==> config.mk <==
export PLATFORM = sky130hd
export DESIGN_NAME = calc_sequencer
export DESIGN_NICKNAME = d
export VERILOG_FILES = /design/src/rtl/calc_sequencer.sv
export SDC_FILE = /design/constraint.sdc
export NUM_CORES = 1
export LEC_CHECK = 0
export CAP_MARGIN = 20
export CORE_ASPECT_RATIO = 0.9
export CORE_MARGIN = 2
export CORE_UTILIZATION = 30
export DETAILED_ROUTE_END_ITERATION = 12
export PLACE_DENSITY = 0.47
export SETUP_SLACK_MARGIN = 0.4
export SLEW_MARGIN = 40
export SYNTH_ARGS = -nofsm -noshare
export SYNTH_HDL_FRONTEND = slang
export SYNTH_SLANG_ARGS = --single-unit
==> constraint.sdc <==
create_clock -name clk -period 3.2 [get_ports clk]
set_input_delay 0.64 -clock clk [delete_from_list [all_inputs] [get_ports clk]]
set_output_delay 0.64 -clock clk [all_outputs]
set_load 0.1 [all_outputs]
==> src/rtl/calc_sequencer.sv <==
// calc_sequencer: control and datapath sequencing for a four-function hex calculator.
// Takes decoded keypad strobes, handles operand entry, operator latching, chained operations
// and the execute phase: single-cycle add/sub, W-cycle shift-add multiply.
// Ports:
//   clk, rst_n           - clock, asynchronous active-low reset
//   newhex/hexcode       - hex digit strobe and value
//   newop/opcode         - operator strobe and code (00 add, 01 mul, 10 sub, 11 add)
//   eq, BS, CA, CE       - equals, backspace, clear all, clear entry strobes
//   display              - entry, latched operand A, or result
//   busy                 - high while executing
//   ovf                  - overflow/borrow flag of the last operation
//   op_shown, op_valid   - latched operator and "operator pending" flag
//   state                - 00 ENTER_A, 01 ENTER_B, 10 EXEC, 11 RESULT
module calc_sequencer #(
  parameter int unsigned W      = 16,
  parameter int unsigned DIGITS = W / 4
) (
  input  logic         clk,
  input  logic         rst_n,
  input  logic         newhex,
  input  logic [3:0]   hexcode,
  input  logic         newop,
  input  logic [1:0]   opcode,
  input  logic         eq,
  input  logic         BS,
  input  logic         CA,
  input  logic         CE,
  output logic [W-1:0] display,
  output logic         busy,
  output logic         ovf,
  output logic [1:0]   op_shown,
  output logic         op_valid,
  output logic [1:0]   state
);

  localparam int unsigned CW = $clog2(DIGITS + 1);
  localparam int unsigned MW = $clog2(W);
  localparam logic [1:0] OP_MUL = 2'b01;
  localparam logic [1:0] OP_SUB = 2'b10;

  typedef enum logic [1:0] {
    ENTER_A = 2'b00,
    ENTER_B = 2'b01,
    EXEC    = 2'b10,
    RESULT  = 2'b11
  } state_t;

  state_t          state_q, state_n;
  logic [W-1:0]    entry_q, entry_n;
  logic [CW-1:0]   cnt_q, cnt_n;
  logic [W-1:0]    a_q, a_n;
  logic [W-1:0]    b_q, b_n;
  logic [1:0]      op_n;
  logic [1:0]      hold_q, hold_n;
  logic            chain_q, chain_n;
  logic [W-1:0]    result_q, result_n;
  logic            ovf_n;
  logic [2*W-1:0]  prod_q, prod_n;
  logic [MW-1:0]   mcnt_q, mcnt_n;
  logic [W-1:0]    display_n;
  logic            busy_n;
  logic            op_valid_n;

  logic [W:0]      add_sum;
  logic [W:0]      sub_dif;
  logic [W:0]      step_sum;
  logic [2*W-1:0]  prod_step;
  logic            exec_done;
  logic [W-1:0]    exec_res;
  logic            exec_ovf;

  assign state = state_q;

  // State and datapath registers
  always_ff @(posedge clk or negedge rst_n) begin
    if (!rst_n) begin
      state_q  <= ENTER_A;
      entry_q  <= '0;
      cnt_q    <= '0;
      a_q      <= '0;
      b_q      <= '0;
      op_shown <= '0;
      hold_q   <= '0;
      chain_q  <= 1'b0;
      result_q <= '0;
      ovf      <= 1'b0;
      prod_q   <= '0;
      mcnt_q   <= '0;
      display  <= '0;
      busy     <= 1'b0;
      op_valid <= 1'b0;
    end else begin
      state_q  <= state_n;
      entry_q  <= entry_n;
      cnt_q    <= cnt_n;
      a_q      <= a_n;
      b_q      <= b_n;
      op_shown <= op_n;
      hold_q   <= hold_n;
      chain_q  <= chain_n;
      result_q <= result_n;
      ovf      <= ovf_n;
      prod_q   <= prod_n;
      mcnt_q   <= mcnt_n;
      display  <= display_n;
      busy     <= busy_n;
      op_valid <= op_valid_n;
    end
  end

  // Execute-phase arithmetic; multiply retires one multiplier bit per cycle
  always_comb begin
    add_sum   = {1'b0, a_q} + {1'b0, b_q};
    sub_dif   = {1'b0, a_q} - {1'b0, b_q};
    step_sum  = {1'b0, prod_q[2*W-1:W]} + (prod_q[0] ? {1'b0, a_q} : (W+1)'(0));
    prod_step = {step_sum, prod_q[W-1:1]};
    exec_done = 1'b1;
    exec_res  = add_sum[W-1:0];
    exec_ovf  = add_sum[W];
    case (op_shown)
      OP_MUL: begin
        exec_done = (mcnt_q == MW'(W - 1));
        exec_res  = prod_step[W-1:0];
        exec_ovf  = |prod_step[2*W-1:W];
      end
      OP_SUB: begin
        exec_res = sub_dif[W-1:0];
        exec_ovf = sub_dif[W];
      end
      default: ;
    endcase
  end

  // Next-state and next-output logic; strobe priority CA > CE > BS > eq > newop > newhex
  always_comb begin
    state_n    = state_q;
    entry_n    = entry_q;
    cnt_n      = cnt_q;
    a_n        = a_q;
    b_n        = b_q;
    op_n       = op_shown;
    hold_n     = hold_q;
    chain_n    = chain_q;
    result_n   = result_q;
    ovf_n      = ovf;
    prod_n     = prod_q;
    mcnt_n     = mcnt_q;
    display_n  = display;

    if (CA) begin
      state_n  = ENTER_A;
      entry_n  = '0;
      cnt_n    = '0;
      a_n      = '0;
      b_n      = '0;
      op_n     = '0;
      hold_n   = '0;
      chain_n  = 1'b0;
      result_n = '0;
      ovf_n    = 1'b0;
      prod_n   = '0;
      mcnt_n   = '0;
    end else begin
      case (state_q)
        ENTER_A, ENTER_B: begin
          if (CE) begin
            entry_n = '0;
            cnt_n   = '0;
          end else if (BS) begin
            if (cnt_q != '0) begin
              entry_n = entry_q >> 4;
              cnt_n   = cnt_q - CW'(1);
            end
          end else if (eq) begin
            if (state_q == ENTER_B) begin
              chain_n = 1'b0;
              b_n     = entry_q;
              prod_n  = {W'(0), entry_q};
              mcnt_n  = '0;
              state_n = EXEC;
            end
          end else if (newop) begin
            if (state_q == ENTER_A) begin
              a_n     = entry_q;
              op_n    = opcode;
              entry_n = '0;
              cnt_n   = '0;
              state_n = ENTER_B;
            end else if (cnt_q == '0) begin
              op_n = opcode;
            end else begin
              // Chained operator: finish the pending op first, then continue with the new one
              chain_n = 1'b1;
              hold_n  = opcode;
              b_n     = entry_q;
              prod_n  = {W'(0), entry_q};
              mcnt_n  = '0;
              state_n = EXEC;
            end
          end else if (newhex) begin
            if (cnt_q < CW'(DIGITS)) begin
              entry_n = {entry_q[W-5:0], hexcode};
              cnt_n   = cnt_q + CW'(1);
            end
          end
        end

        EXEC: begin
          if (!exec_done) begin
            prod_n = prod_step;
            mcnt_n = mcnt_q + MW'(1);
          end else begin
            result_n = exec_res;
            ovf_n    = exec_ovf;
            if (chain_q) begin
              a_n     = exec_res;
              op_n    = hold_q;
              entry_n = '0;
              cnt_n   = '0;
              chain_n = 1'b0;
              state_n = ENTER_B;
            end else begin
              state_n = RESULT;
            end
          end
        end

        RESULT: begin
          if (CE || BS) begin
            entry_n = '0;
            cnt_n   = '0;
            ovf_n   = 1'b0;
            state_n = ENTER_A;
          end else if (eq) begin
            state_n = RESULT;
          end else if (newop) begin
            a_n     = result_q;
            op_n    = opcode;
            entry_n = '0;
            cnt_n   = '0;
            state_n = ENTER_B;
          end else if (newhex) begin
            entry_n = {W'(0) | W'(hexcode)};
            cnt_n   = CW'(1);
            ovf_n   = 1'b0;
            state_n = ENTER_A;
          end
        end

        default: state_n = ENTER_A;
      endcase
    end

    // Display follows the post-edge state; it holds its value while executing
    case (state_n)
      ENTER_A: display_n = entry_n;
      ENTER_B: display_n = (cnt_n == '0) ? a_n : entry_n;
      RESULT:  display_n = result_n;
      default: display_n = display;
    endcase
    busy_n     = (state_n == EXEC);
    op_valid_n = (state_n == ENTER_B);
  end

endmodule

==> flow_summary.toml <==
[route]
ant_nets = 0
drt-vias-per-instance = 5.571
drt_first_iter_violations = 779
drc_errors = 0
firstDrtPassIters = 9
routedWlPerCell_um = 21.24
routed_wl_mm = 37.92
via_count = 9945

[floorplan]
die_h_um = 176.5
core_area_mm2 = 0.03279
die_w_um = 195.7
io_pins = 37
start_util_pct = 30.26
dieArea_mm2 = 0.03455
rows = 63

[place]
port_buffers = 36
dp_cells = 1705
place.gp.congestion = 0.8892
dpl_worst_slack_ps = -145.9
hpwl_mm = 27.85

[cts]
path_clk_slew_ps = 60
clk_latency_ps = 450
htree_levels = 4
cts_buffer_depth = 2
ctsHoldBuffers = 0
cts_tree = "done"
cts_buffers = 17
root_buffer = "clkbuf_16"
clock-sinks = 129

[setup_path]
worstReg2RegStart = "a_q[0]$_DFF_PN0_"
crit_type = "flip-flop to flip-flop"
startpoint = "a_q[0]$_DFF_PN0_"
crit_fanout = 3
start_kind = "flip-flop"
arrival_ps = 3550
required_ps = 3580
cp-end-kind = "flip-flop"

[timing]
finalMaxSlewViolations = 0
setup_viol = 0
max_freq_mhz = 315.8
post-route-worst-setup-slack_ps = 33.91
hold_viol = 0
final.period_utilization_pct = 98.94
rsz0062_at_grt = "yes"
min_period_ps = 3166
tightest_slew_ps = 669.4
relSlewSlack_pct = 55.37
hold_ws_ps = 176.2
skew_ps = 11.16

[synthesis]
syn-num-nets = 1225
synth.area.top_cells = "dfrtp_1, ha_1, mux2i_1"
synth_edf_count = 0
ys.flop_type = "dfrtp_1"
yosysSeqAreaShare_pct = 32.53
netlist_instances = 1153
ys_seq_elements = 129
yosys_warnings = 0
post-synth-top-area-fraction_pct = 32.53
avgSynthCellArea_um2 = 8.605
yosysUniqueCellTypes = 89
synth_top_area_cell = "dfrtp_1"
async_flop_share_pct = 100.0
syn_area_mm2 = 0.009922

[flow_run]
max-cap-violations = 0

[power_and_ir_drop]
seqPwrFrac_pct = 37.1
power.density_mw_per_mm2 = 329.6
combinationalPowerShare_pct = 18.9
swShare_pct = 31.01
clock_power_share_pct = 44.0
switching_power_uw = 1406
peakVddDrop_v = 0.0003946
p_int_uw = 3127
cellLeakagePower_uw = 0.006130

[worst_hold_path]
hp-class = "input pin to asynchronous set/reset pin"

[cells_and_area]
n_fill_cell = 3250
ff_latch_area_mm2 = 0.003246
stdcell_count = 1785
nNetsFinal = 1422
n_antenna_cell = 0
multi_input_area_mm2 = 0.007079
drive_gt1_share_pct = 33.82
area_delta_synth_final_pct = 38.61
fin_util_pct = 41.94

[global_routing]
grt_overflow_total = 0
grt_antenna_before_repair = 1
grt_pass1_wl_mm = 57.32
grt_pass1_vias = 9619
grt_max_degree = 63
track_usage_pct = 21.72

[outcome]
status = "completed"
-- power groups by stage --
stage	registers, uW	clock network [uW]	logic [uW]
2_1_floorplan	1800	0	337
6_report	1680	1990	858
4_1_cts	1680	2030	784
3_5_place_dp	1710	0	734
5_1_grt	1680	2100	908
3_3_place_gp	1710	0	739
-- sequential cells by signal, indices dropped and copies added (netlist names), 3 cells and up --
register and flops:
mcnt_q 4, display 16, a_q 16, cnt_q 3, result_q 16, prod_q 32, entry_q 16, b_q 16
-- cells in the final DEF (no fill, tap or decap), drive strengths merged, types with 33 or more instances in the layout --
cell and n:
buf 240, nand2 132, dfrtp 129, nor2 86
a21oi 82, o21ai 62, inv 61, mux2i 59
ha 55, o31ai 33
-- repair_timing --
item | CTS | global route
pin swaps | 38 | 49
endpoints found under the setup margin | 28 | 31
gates resized for setup | 94 | 115
setup buffers | 22 | 26
endpoints found under the hold margin | 0 | 0
-- worst max-delay path, cell delays in order, from the launching register on --
cell	delay, ps
dfrtp_1	360
buf_6	100
buf_6	110
ha_4	140
fa_2	230
nand2b_4	60
a221o_1	400
a2111oi_4	440
buf_4	170
nor4_1	50
or3_4	350
a221o_1	380
buf_4	160
buf_6	110
inv_2	30
-- metal layers --
| layer | wire length (um) | part of all wire [%] | vias up | track usage, % |
|---|---|---|---|---|
| met3 | 1987 | 5.2 | 44 | 3.286 |
| li1 | - | - | 4672 | - |
| met4 | 733 | 1.9 | 0 | 6.723 |
| met1 | 18260 | 48 | 4919 | 31.04 |
| met2 | 16940 | 45 | 310 | 33.76 |
| met5 | 0 | 0 | - | 0 |
-- Yosys cell counts, types with 6 or more instances --
master	instances
nor2_1	85
nand2b_1	20
a31oi_1	11
and2_1	19
clkbuf_1	50
o31ai_1	33
inv_1	58
nor3_1	16
o21a_1	13
or3_1	7
nand3_1	15
ha_1	55
nor2b_1	13
buf_2	13
nand2_1	131
a21oi_1	78
mux2_2	10
xor2_1	13
a221oi_1	8
o311ai_0	6
a21o_1	14
and3_1	8
o21ai_0	57
a21boi_0	6
xnor2_1	10
o211ai_1	9
o22ai_1	15
a22o_1	9
dfrtp_1	129
mux2i_1	59
nor4_1	6
o221ai_1	14
a211oi_1	19
-- cell type report --
type | count | area share, %
Multi-Input combinational cell | 891 | 51.47
Sequential cell | 129 | 23.60
Timing Repair Buffer | 251 | 15.23
Tap cell | 422 | 3.839
Clock buffer | 19 | 3.221
Inverter | 60 | 1.656
Clock inverter | 13 | 0.9825
-- worst paths after layout --
check,slack (ps),cells after the start,end
min in group clk,490,2,prod_q[31]$_DFFE_PN0P_
setup reg to reg,30,14,a_q[10]$_DFF_PN0_
hold reg to reg,490,2,prod_q[31]$_DFFE_PN0P_
setup / recovery,30,14,a_q[10]$_DFF_PN0_
max in group asynchronous,2340,2,state[0]$_DFF_PN0_
hold / removal,180,1,display[12]$_DFFE_PN0P_
-- stage by stage --
| stage | cell area [um2] | setup TNS, ps | total power [uW] |
|---|---|---|---|
| 2_1_floorplan | 10010 | 0 | 2141 |
| 3_3_place_gp | 11810 | -579.5 | 2449 |
| 3_5_place_dp | 11810 | -870.2 | 2444 |
| 4_1_cts | 12980 | 0 | 4499 |
| 5_1_grt | 13750 | -276.1 | 4695 |
| 6_report | 13750 | 0 | 4533 |
-- logic make-up after synthesis --
family | synth area share [%]
AOI/OAI and AO/OA | 27.83
and+or+nand+nor | 17.47
buffers and inverters | 5.511
DFF | 32.53
muxes | 7.087
adders and majority gates | 7.541
xor gates and xnor gates | 2.030
(Power assumes the default switching activity.)
